**src/rtl/majority_oversampler.sv**
```systemverilog
`default_nettype none
// ============================================================================
//  Module      : majority_oversampler
//  Description : Synchronizes a raw serial line, samples it once every DIV
//                enabled clock cycles, and groups the samples into triples.
//                For each completed triple it presents the three samples, a
//                registered majority vote and a disagreement flag with a
//                one-cycle valid strobe. It also keeps a saturating count of
//                disagreeing triples.
//  Ports       :
//    clk      in   system clock, rising edge
//    rst_n    in   asynchronous active-low reset
//    din      in   raw asynchronous serial line
//    en       in   sampling enable; low aborts any partial triple
//    clr_err  in   synchronous clear of err_cnt (wins over increment)
//    samp_a   out  oldest sample of the last completed triple
//    samp_b   out  middle sample of the last completed triple
//    samp_c   out  newest sample of the last completed triple
//    valid    out  one-cycle strobe: samp_*, vote, disagree just updated
//    vote     out  majority of samp_a/b/c
//    disagree out  samples of the triple not all equal
//    err_cnt  out  saturating count of disagreeing triples
//  Revision    : 1.0  initial release
// ============================================================================
module majority_oversampler #(
    parameter int DIV   = 4,   // enabled cycles between samples, 1..255
    parameter int ERR_W = 8    // width of err_cnt
) (
    input  logic             clk,
    input  logic             rst_n,
    input  logic             din,
    input  logic             en,
    input  logic             clr_err,
    output logic             samp_a,
    output logic             samp_b,
    output logic             samp_c,
    output logic             valid,
    output logic             vote,
    output logic             disagree,
    output logic [ERR_W-1:0] err_cnt
);

    localparam int               c_DIV_W    = (DIV > 1) ? $clog2(DIV) : 1;
    localparam logic [c_DIV_W-1:0] c_DIV_LAST = c_DIV_W'(DIV - 1);
    localparam logic [ERR_W-1:0] c_ERR_MAX  = {ERR_W{1'b1}};

    typedef enum logic [1:0] {
        IDLE = 2'd0,
        S_A  = 2'd1,
        S_B  = 2'd2,
        S_C  = 2'd3
    } state_t;

    // Two-flop synchronizer; only r_din_s is ever sampled
    logic r_sync1;
    logic r_din_s;

    logic [c_DIV_W-1:0] r_div;
    state_t             r_state;
    logic               r_a;
    logic               r_b;

    logic               r_samp_a;
    logic               r_samp_b;
    logic               r_samp_c;
    logic               r_valid;
    logic               r_vote;
    logic               r_disagree;
    logic [ERR_W-1:0]   r_err_cnt;

    logic w_cap;
    logic w_fire;
    logic w_maj;
    logic w_dis;

    // A capture happens on the last count of each divider period
    assign w_cap  = en && (r_div == c_DIV_LAST);
    // Triple completes on the capture taken while waiting for the third slot
    assign w_fire = w_cap && (r_state == S_C);
    assign w_maj  = (r_a & r_b) | (r_a & r_din_s) | (r_b & r_din_s);
    assign w_dis  = !((r_a == r_b) && (r_b == r_din_s));

    always_ff @(posedge clk or negedge rst_n) begin
        if (!rst_n) begin
            r_sync1 <= 1'b0;
            r_din_s <= 1'b0;
        end else begin
            r_sync1 <= din;
            r_din_s <= r_sync1;
        end
    end

    always_ff @(posedge clk or negedge rst_n) begin
        if (!rst_n) begin
            r_div      <= '0;
            r_state    <= IDLE;
            r_a        <= 1'b0;
            r_b        <= 1'b0;
            r_samp_a   <= 1'b0;
            r_samp_b   <= 1'b0;
            r_samp_c   <= 1'b0;
            r_valid    <= 1'b0;
            r_vote     <= 1'b0;
            r_disagree <= 1'b0;
        end else begin
            r_valid <= 1'b0;
            if (!en) begin
                // Abort: partial samples are simply overwritten later
                r_div   <= '0;
                r_state <= IDLE;
            end else begin
                r_div <= w_cap ? '0 : r_div + 1'b1;
                case (r_state)
                    // With DIV=1 the very first enabled edge is already a
                    // capture, so IDLE must be able to take the first slot.
                    IDLE: begin
                        if (w_cap) begin
                            r_a     <= r_din_s;
                            r_state <= S_B;
                        end else begin
                            r_state <= S_A;
                        end
                    end
                    S_A: begin
                        if (w_cap) begin
                            r_a     <= r_din_s;
                            r_state <= S_B;
                        end
                    end
                    S_B: begin
                        if (w_cap) begin
                            r_b     <= r_din_s;
                            r_state <= S_C;
                        end
                    end
                    S_C: begin
                        if (w_cap) begin
                            r_samp_a   <= r_a;
                            r_samp_b   <= r_b;
                            r_samp_c   <= r_din_s;
                            r_vote     <= w_maj;
                            r_disagree <= w_dis;
                            r_valid    <= 1'b1;
                            r_state    <= S_A;
                        end
                    end
                    default: r_state <= IDLE;
                endcase
            end
        end
    end

    always_ff @(posedge clk or negedge rst_n) begin
        if (!rst_n) begin
            r_err_cnt <= '0;
        end else if (clr_err) begin
            r_err_cnt <= '0;
        end else if (w_fire && w_dis && (r_err_cnt != c_ERR_MAX)) begin
            r_err_cnt <= r_err_cnt + 1'b1;
        end
    end

    assign samp_a   = r_samp_a;
    assign samp_b   = r_samp_b;
    assign samp_c   = r_samp_c;
    assign valid    = r_valid;
    assign vote     = r_vote;
    assign disagree = r_disagree;
    assign err_cnt  = r_err_cnt;

endmodule
`default_nettype wire
```
**config.mk**
```make
export PLATFORM = sky130hd
export DESIGN_NAME = majority_oversampler
export DESIGN_NICKNAME = d
export VERILOG_FILES = /design/src/rtl/majority_oversampler.sv
export SDC_FILE = /design/constraint.sdc
export NUM_CORES = 1
export LEC_CHECK = 0
export ABC_AREA = 1
export BUFFER_PORTS_ARGS = -buffer_cell sky130_fd_sc_hd__buf_2
export CAP_MARGIN = 30
export CORE_MARGIN = 5
export CORE_UTILIZATION = 60
export CTS_BUF_LIST = sky130_fd_sc_hd__clkbuf_4
export DETAILED_ROUTE_END_ITERATION = 16
export GPL_TIMING_DRIVEN = 1
export PLACE_DENSITY_LB_ADDON = 0.12
export SYNTH_ARGS = -nofsm -noshare
export SYNTH_HDL_FRONTEND = slang
export SYNTH_SLANG_ARGS = --single-unit
```
**constraint.sdc**
```tcl
create_clock -name clk -period 1.95 [get_ports clk]
set_input_delay 0.2925 -clock clk [delete_from_list [all_inputs] [get_ports clk]]
set_output_delay 0.2925 -clock clk [all_outputs]
set_load 0.005 [all_outputs]
```
==> results of run 1 <==
cells in the final DEF, fill, tap and decap left out, types with 3 or more instances in the layout:
master and count:
nand2_1 36, dfrtp_1 22, inv_1 18, buf_2 18
nor2_1 16, nand3_1 12, ha_1 8, a21oi_1 4
o21ai_0 4, clkbuf_4 3
area by class of cell:
| cell class | instances | area [um^2] | area share (%) |
|---|---|---|---|
| Clock buffer | 3 | 22.5 | 1.73 |
| Inverter | 20 | 75.1 | 5.76 |
| Multi-Input combinational cell | 96 | 523 | 40.2 |
| Sequential cell | 22 | 551 | 42.3 |
| Tap cell | 25 | 31.3 | 2.40 |
| Timing Repair Buffer | 19 | 100 | 7.68 |
logic make-up (layout without fill, tap and decap cells):
logic type,count (synthesis),in the layout,synth area share [%]
AOI/OAI and AO/OA,13,13,6.54
adders and majority gates,8,8,8.71
buffers and inverters,20,42,6.53
DFF,22,22,47.9
and+or+nand+nor,75,75,30.3
routing by layer:
metal | track usage [%] | part of all wire [%] | up-vias
met4 | 8.09 | 2.1 | 0
met2 | 24.8 | 43 | 33
li1 | - | - | 482
met1 | 24.5 | 49 | 424
met3 | 2.49 | 6.4 | 5
met5 | 0 | 0 | -
stage by stage:
stage | instance area (um^2) | power [mW] | hold WS, ns
global route | 1300 | 1.12 | 0.0813
detailed placement | 1270 | 0.854 | 0.278
global placement | 1270 | 0.824 | 0.269
CTS | 1300 | 1.06 | 0.0796
finish | 1300 | 1.04 | 0.0909
floorplan | 1150 | 0.757 | -0.00309
where the power goes:
part	leakage, nW	switching (mW)	internal, mW	total (mW)
Combinational	0.433	0.165	0.111	0.275
Sequential	0.295	0.0492	0.519	0.569
Clock	0.0138	0.127	0.0721	0.199
Total	0.742	0.340	0.702	1.04
state kept, by name, summed over array words and instances, names as in the netlist:
| register | flops |
|---|---|
| samp_c | 1 |
| r_a | 1 |
| valid | 1 |
| samp_b | 1 |
| r_sync1 | 1 |
| disagree | 1 |
| r_din_s | 1 |
| vote | 1 |
| samp_a | 1 |
| r_state | 2 |
| r_b | 1 |
| r_div | 2 |
| err_cnt | 8 |
how the worst min path moves through the flow:
stage | startpoint | to | cells after the start
after global routing | din | r_sync1$_DFF_PN0_ | 1
after detailed placement | rst_n | valid$_DFF_PN0_ | 1
after global placement | rst_n | valid$_DFF_PN0_ | 1
after floorplan | rst_n | disagree$_DFFE_PN0P_ | 0
final | din | r_sync1$_DFF_PN0_ | 1
after CTS | din | r_sync1$_DFF_PN0_ | 1
==> summary.txt, run 1 <==
status = finished, final reports clean
critical path fanouts, max = 9
minimum clock period = 1.48 ns
Hold Path Class = in2reg
fill count = 156
Post-synth top cells = nand2_1 (36), dfrtp_1 (22), inv_1 (18), nor2_1 (16), nand3_1 (12)
Final Hold Viols = 0
Least-Margin Pin Slew = 0.464 ns
IR drop worst, VDD = 0.702 mV
first-pass GRT wire length = 3.52 mm
R2R cell count = 7
critical path arrival = 1.68 ns
Routed wire per std cell = 11.3 um
Post-synth top flop = dfrtp_1
grt total ovfl = 0
CTS max path bufs = 2
Hold-fix buffers, CTS = 1
crit-path cells = ha_1, nor2_1, nor2_4, nand2_4, nand2_2, nand2_1, nand2_1
TritonCTS clock tree = done
crit path capture = err_cnt[4]$_DFFE_PN0P_
Final Cycle Share = 75.7%
area of the core = 1760 um^2
TNS Setup = 0 ns
Slowest cell on crit path = dfrtp_1
cts repair resizes = 0
largest net degree at the start of global routing = 23
synth warn = 0
CP delay by family, top = simple AND/OR/NAND/NOR gates
most frequent cell after synthesis = nand2_1
pwr dens = 801 nW/um^2
number of DRC markers in iteration 0 = 20
Post-CTS Repair Setup Buffers = 0
number of global-route vias before repair = 823
initial antenna violation count = 0
drt via density = 5.10
Worst setup EP type = register
Fin Clk Skew = 0.00239 ns
htree depth = 1
routed wire length = 2.09 mm
DIE WIDTH = 53.8 um
slew margin rel. = 69.0%
row cnt = 15
Initial Util = 65.1%
Max Fclk = 0.678 GHz
vias after detailed routing = 944
reg-to-reg endpoint = err_cnt[4]$_DFFE_PN0P_
pre-CTS WS = 0.502 ns
count of pins over their slew limit = 0
port bufs = 18
total track usage = 17.0%
worst path bufs/invs = 0
Area contributors post-synth = dfrtp_1 (48%), nand2_1 (12%), ha_1 (8.7%)
CTS root buf = clkbuf_4
CTS sink cnt = 22
Largest stage delay, worst path = 0.43 ns
CTS Buf Count = 3
IO Pins = 19
Req. time, crit path = 2.15 ns
share of cells above drive strength 1 = 18.1%
Worst-path clk slew = 0.11 ns
PnR worst setup slack = 0.474 ns
endpoints failing setup = 0
Reg2Reg Setup Slack = 0.47 ns
diode count = 0
crit path launch = r_a$_DFFE_PN0P_
Critical Path Stages = 7
post-DP HPWL = 1.62 mm
RePlAce Congestion = 0.863
Post-synth EDFFs = 0
Reg-to-Reg Start = r_a$_DFFE_PN0P_
die area = 2890 um^2
Syn Inst Count = 138
Netlist Area Pre-Place = 1150 um^2
drt pass-1 iters = 4
Final Core Density = 73.8%
top-area cell type share of the netlist area = 47.9%
cell repeated most along the worst path = nand2_1
Area Overhead vs Synth = 13.4%
DRC violations left = 0
synthesized area per cell = 8.32 um^2
Post-synth ARST share = 100%
sequential fraction of the synthesis area = 47.9%
latest clock arrival within the worst-skew pair = 0.30 ns
Inst Count DP = 181
RSZ-0062 raised after global routing = false
post-synth top area cell = dfrtp_1
layout net count = 175
synthesized net count = 151
post-synthesis cell type count = 21
antenna-violating nets left = 0
fin cells = 185
chip height = 53.8 um
Leak = 0.742 nW
Worst Setup Path Type = reg2reg
MaxCap Viol Count = 0
flops & latches, synth = 22
CP startpoint kind = register
Power figures use the tool's default switching activity.
==> inputs of run 2 (changes only) <==
Settings changed: CORE_UTILIZATION 60 to 52.
Clock period 1.95 ns to 1.27 ns, I/O delays scaled along.
==> summary.txt, run 2 (synthesized netlist as in run 1, its figures left out) <==
status = finished with violations (was finished, final reports clean)
failing checks = negative setup slack
number of global-route vias before repair = 965 (was 823)
die area = 3250 um^2 (was 2890 um^2)
Inst Count DP = 193 (was 181)
critical path fanouts, max = 5 (was 9)
PnR worst setup slack = -0.0947 ns (was 0.474 ns)
final hold slack = 0.177 ns (was 0.0909 ns)
Largest register FFs = 8 (unchanged)
Initial Util = 52.9% (was 65.1%)
M2 GR Usage = 24.5% (was 24.8%)
crit-path cells = ha_4, nor2_2, nor2_4, nand2_4, nor2_4, nand2_1, nand2_1 (was ha_1, nor2_1, nor2_4, nand2_4, nand2_2, nand2_1, nand2_1)
reg-to-reg endpoint = err_cnt[3]$_DFFE_PN0P_ (was err_cnt[4]$_DFFE_PN0P_)
Leak = 0.807 nW (was 0.742 nW)
crit path launch = r_b$_DFFE_PN0P_ (was r_a$_DFFE_PN0P_)
RePlAce Congestion = 0.889 (was 0.863)
Reg2Reg Setup Slack = -0.09 ns (was 0.47 ns)
commonest non-fill, non-tap cell in the layout = nand2_1 (unchanged)
CTS sink cnt = 22 (unchanged)
R2R cell count = 7 (unchanged)
Fin Clk Skew = 0.00370 ns (was 0.00239 ns)
htree depth = 1 (unchanged)
GR Util met1 = 22.0% (was 24.5%)
chip height = 57 um (was 53.8 um)
routed wire length = 2.44 mm (was 2.09 mm)
DRC violations left = 0 (unchanged)
slew margin rel. = 66.8% (was 69.0%)
Final Hold Viols = 0 (unchanged)
WHS Endpoint = r_div[0]$_DFF_PN0_ (was r_sync1$_DFF_PN0_)
Req. time, crit path = 1.53 ns (was 2.15 ns)
RSZ-0062 raised after global routing = true (was false)
Area Overhead vs Synth = 35.0% (was 13.4%)
grt total ovfl = 0 (unchanged)
CP delay by family, top = simple AND/OR/NAND/NOR gates (unchanged)
fin cells = 203 (was 185)
drt pass-1 iters = 4 (unchanged)
Slowest cell on crit path = dfrtp_2 (was dfrtp_1)
register area = 554 um^2 (was 551 um^2)
IR drop worst, VDD = 1.05 mV (was 0.702 mV)
diode count = 0 (unchanged)
area of the core = 2170 um^2 (was 1760 um^2)
port bufs = 18 (unchanged)
minimum clock period = 1.36 ns (was 1.48 ns)
met3 Use GR = 4.75% (was 2.49%)
DIE WIDTH = 57 um (was 53.8 um)
layout net count = 189 (was 175)
min-delay src = en (was din)
TNS Setup = -0.501 ns (was 0 ns)
TritonCTS clock tree = done (unchanged)
vias after detailed routing = 1012 (was 944)
antenna-violating nets left = 0 (unchanged)
endpoints failing setup = 8 (was 0)
WHS Path Cells = 3 (was 1)
share of cells above drive strength 1 = 38.3% (was 18.1%)
GRT Max-Usage Layer = met2 (unchanged)
number of DRC markers in iteration 0 = 22 (was 20)
Worst-path clk slew = 0.12 ns (was 0.11 ns)
Worst Setup Path Type = reg2reg (unchanged)
Least-Margin Pin Slew = 0.498 ns (was 0.464 ns)
Reg-to-Reg Start = r_b$_DFFE_PN0P_ (was r_a$_DFFE_PN0P_)
initial antenna violation count = 0 (unchanged)
CTS root buf = clkbuf_4 (unchanged)
total track usage = 16.2% (was 17.0%)
CP startpoint kind = register (unchanged)
critical path arrival = 1.63 ns (was 1.68 ns)
Worst setup EP type = register (unchanged)
Max Fclk = 0.733 GHz (was 0.678 GHz)
worst path bufs/invs = 0 (unchanged)
Routed wire per std cell = 12.0 um (was 11.3 um)
row cnt = 17 (was 15)
Largest stage delay, worst path = 0.47 ns (was 0.43 ns)
pwr dens = 1230 nW/um^2 (was 801 nW/um^2)
latest clock arrival within the worst-skew pair = 0.31 ns (was 0.30 ns)
CTS max path bufs = 2 (unchanged)
MaxCap Viol Count = 0 (unchanged)
post-DP HPWL = 1.72 mm (was 1.62 mm)
CTS Buf Count = 3 (unchanged)
fill count = 174 (was 156)
pre-CTS WS = -0.0929 ns (was 0.502 ns)
most frequent cells in the layout = nand2_1 (33), dfrtp_1 (19), buf_2 (17), nor2_1 (14), inv_1 (13) (was nand2_1 (36), dfrtp_1 (22), inv_1 (18), buf_2 (18), nor2_1 (16))
largest net degree at the start of global routing = 23 (unchanged)
drt via density = 4.99 (was 5.10)
Final Cycle Share = 107% (was 75.7%)
count of pins over their slew limit = 0 (unchanged)
Multi-input gate area = 642 um^2 (was 523 um^2)
first-pass GRT wire length = 4.19 mm (was 3.52 mm)
Hold Path Class = in2reg (unchanged)
IO Pins = 19 (unchanged)
-- run 2: cell count changes in the layout (fill, tap and decap cells not counted), sizes merged --
cell,previous run,this run
buf,18,30
nand2,39,40
clkinv,1,2
dlygate4sd3,1,2
-- run 2: worst max path at each step --
| stage | endpoint | slack, ns | cells past startpoint |
|---|---|---|---|
| after CTS | err_cnt[4]$_DFFE_PN0P_ | -0.07 | 7 |
| final | err_cnt[3]$_DFFE_PN0P_ | -0.09 | 7 |
| after floorplan | err_cnt[2]$_DFFE_PN0P_ | -0.02 | 7 |
| after detailed placement | err_cnt[4]$_DFFE_PN0P_ | -0.09 | 7 |
| after global routing | err_cnt[3]$_DFFE_PN0P_ | -0.18 | 7 |
| after global placement | err_cnt[2]$_DFFE_PN0P_ | -0.04 | 7 |
-- run 2: cell type report --
type	count	share of cell area, %
clock buffer	3	1.45
clock inverter	1	0.242
inverter	20	4.84
multi-input combinational	97	41.4
sequential	22	35.8
tap	28	2.26
timing repair buffer	32	14.0
-- run 2: worst register-to-register path, delay by kind of cell (launching register included) --
family | cells | cell delay [ns]
adders and majority gates | 1 | 0.28
and+or+nand+nor | 6 | 0.55
DFF | 1 | 0.47
-- run 2: power breakdown --
group          total [mW]  switching [mW]  leakage [nW]  internal, mW
sequential          0.924           0.119         0.290         0.805
clock               0.335           0.220        0.0154         0.115
combinational       0.651           0.339         0.501         0.312
-- run 2: through the flow --
step / instance area, um^2 / power [mW] / utilization [%]
global placement: 1340 / 1.32 / 61.9
floorplan: 1150 / 1.18 / -
detailed placement: 1340 / 1.36 / 61.9
CTS: 1420 / 1.72 / 65.4
global route: 1550 / 2.07 / 71.5
finish: 1550 / 1.91 / 71.5
-- run 2: per-layer routing --
metal | up-vias | share of wire (%) | wire, um
li1 | 519 | - | -
met1 | 465 | 48 | 1160
met2 | 23 | 46 | 1130
met3 | 5 | 4.7 | 115
met4 | 0 | 1.6 | 40
met5 | - | 0 | 0
-- run 2: repair_timing --
action / in CTS / in global routing
resized for setup: 6 / 26
setup buffers: 0 / 3
hold endpoints to repair: 23 / 0
cloned: 1 / 0
endpoints found under the setup margin: 8 / 12
pin swaps: 5 / 8
hold buffers: 2 / 0
==> inputs of run 3 (changes only) <==
Settings changed: SETUP_SLACK_MARGIN from default to 0.02.
==> summary.txt, run 3 (synthesized netlist as in run 1, its figures left out) <==
status = finished with violations (unchanged)
failing checks = negative setup slack (unchanged)
critical path arrival = 1.60 ns (was 1.63 ns)
slew margin rel. = 68.6% (was 66.8%)
antenna-violating nets left = 0 (unchanged)
Hold Path Class = in2reg (unchanged)
chip height = 57 um (unchanged)
Final Core Density = 76.0% (was 71.5%)
IR drop worst, VDD = 1.38 mV (was 1.05 mV)
port bufs = 18 (unchanged)
diode count = 0 (unchanged)
count of pins over their slew limit = 0 (unchanged)
layout net count = 197 (was 189)
first-pass GRT wire length = 4.42 mm (was 4.19 mm)
largest net degree at the start of global routing = 23 (unchanged)
Area after DPL = 1370 um^2 (was 1340 um^2)
Initial Util = 52.9% (unchanged)
DIE WIDTH = 57 um (unchanged)
Area Overhead vs Synth = 43.6% (was 35.0%)
MaxCap Viol Count = 0 (unchanged)
CTS sink cnt = 22 (unchanged)
Worst setup EP type = register (unchanged)
Max Fclk = 0.739 GHz (was 0.733 GHz)
Largest register FFs = 8 (unchanged)
Worst Setup Path Type = reg2reg (unchanged)
CTS Buf Count = 3 (unchanged)
critical path fanouts, max = 5 (unchanged)
Inst Count DP = 196 (was 193)
IO Pins = 19 (unchanged)
fin cells = 211 (was 203)
drt via density = 5.06 (was 4.99)
share of cells above drive strength 1 = 41.5% (was 38.3%)
die area = 3250 um^2 (unchanged)
design area = 1650 um^2 (was 1550 um^2)
Final Cycle Share = 107% (about the same)
initial antenna violation count = 0 (unchanged)
Req. time, crit path = 1.52 ns (was 1.53 ns)
number of global-route vias before repair = 1095 (was 965)
Final Hold Viols = 0 (unchanged)
number of DRC markers in iteration 0 = 25 (was 22)
Leak = 0.865 nW (was 0.807 nW)
Routed wire per std cell = 12.4 um (was 12.0 um)
PnR worst setup slack = -0.0832 ns (was -0.0947 ns)
routed wire length = 2.62 mm (was 2.44 mm)
pre-CTS WS = -0.0879 ns (was -0.0929 ns)
endpoints failing setup = 9 (was 8)
RSZ-0062 raised after global routing = true (unchanged)
RePlAce Congestion = 0.873 (was 0.889)
DRC violations left = 0 (unchanged)
vias after detailed routing = 1068 (was 1012)
CTS max path bufs = 2 (unchanged)
area of the core = 2170 um^2 (unchanged)
total power = 2.26 mW (was 1.91 mW)
row cnt = 17 (unchanged)
total track usage = 17.0% (was 16.2%)
CTS root buf = clkbuf_4 (unchanged)
TritonCTS clock tree = done (unchanged)
grt total ovfl = 0 (unchanged)
pwr dens = 1370 nW/um^2 (was 1230 nW/um^2)
Least-Margin Pin Slew = 0.471 ns (was 0.498 ns)
drt pass-1 iters = 6 (was 4)
CP startpoint kind = register (unchanged)
minimum clock period = 1.35 ns (was 1.36 ns)
commonest non-fill, non-tap cell in the layout = nand2_1 (unchanged)
post-DP HPWL = 1.80 mm (was 1.72 mm)
latest clock arrival within the worst-skew pair = 0.30 ns (was 0.31 ns)
htree depth = 1 (unchanged)
fill count = 167 (was 174)
most frequent cells in the layout = nand2_1 (34), dfrtp_1 (19), buf_2 (17), buf_4 (17), nor2_1 (14) (was nand2_1 (33), dfrtp_1 (19), buf_2 (17), nor2_1 (14), inv_1 (13))
Worst-path clk slew = 0.13 ns (was 0.12 ns)
Fin Clk Skew = 0.00613 ns (was 0.00370 ns)
run 3: cell count changes in the layout (fill, tap and decap cells not counted), moves of 2 or more:
cell	previous run	this run
nand2_2	6	4
nor2_4	2	4
nor2_2	3	1
buf_4	9	17
run 3: layout make-up:
class	count	area (um^2)	area share, %
timing repair buffer	40	278	16.8
multi-input combinational	97	654	39.7
inverter	20	75.1	4.55
clock inverter	1	30.0	1.82
clock buffer	3	22.5	1.37
sequential	22	554	33.6
tap	28	35.0	2.12
run 3: layer usage:
layer / share of wire [%] / routed length (um) / vias up / track usage (%)
li1: - / - / 538 / -
met2: 49 / 1280 / 30 / 28.2
met3: 5.1 / 134 / 6 / 2.49
met4: 2.0 / 53 / 0 / 9.60
met1: 44 / 1150 / 494 / 21.2
met5: 0 / 0 / - / 0
run 3: what timing repair did:
action | in CTS | in global routing
cloned | 1 | 0
pin swaps | 7 | 10
hold buffers | 2 | 0
setup endpoints to repair | 11 | 13
hold endpoints to repair | 23 | 0
buffers inserted | 3 | 5
resized for setup | 15 | 21
run 3: report_power, final:
group          total [mW]  switching [mW]  internal (mW)
clock network       0.531           0.212          0.319
registers           0.913           0.108          0.805
logic               0.817           0.414          0.402
run 3: path summary, 6_finish.rpt:
| kind | from | endpoint | slack [ns] | depth (start not counted) |
|---|---|---|---|---|
| worst max-delay path | r_b$_DFFE_PN0P_ | err_cnt[3]$_DFFE_PN0P_ | -0.08 | 7 |
| worst min-delay path | en | r_div[1]$_DFF_PN0_ | 0.18 | 3 |
| worst max register to register | r_b$_DFFE_PN0P_ | err_cnt[3]$_DFFE_PN0P_ | -0.08 | 7 |
| worst min register to register | r_sync1$_DFF_PN0_ | r_din_s$_DFF_PN0_ | 0.37 | 0 |
| max in group asynchronous | rst_n | r_state[0]$_DFFE_PN0P_ | 0.57 | 2 |
| min in group asynchronous | rst_n | valid$_DFF_PN0_ | 0.35 | 2 |
run 3: critical path, cell delays in order (launching register included):
cell and delay (ns):
dfrtp_2 0.47, ha_4 0.29, nor2_4 0.04, nor2_4 0.16, nand2_4 0.10, nor2_4 0.12
nand2_1 0.06, nand2_1 0.05
run 3: through the flow:
step	TNS (ns)	hold WS, ns
finish	-0.555	0.185
CTS	-0.426	0.171
global placement	-0.192	0.169
detailed placement	-0.513	0.172
global route	-1.58	0.177
floorplan	-0.0318	-0.105
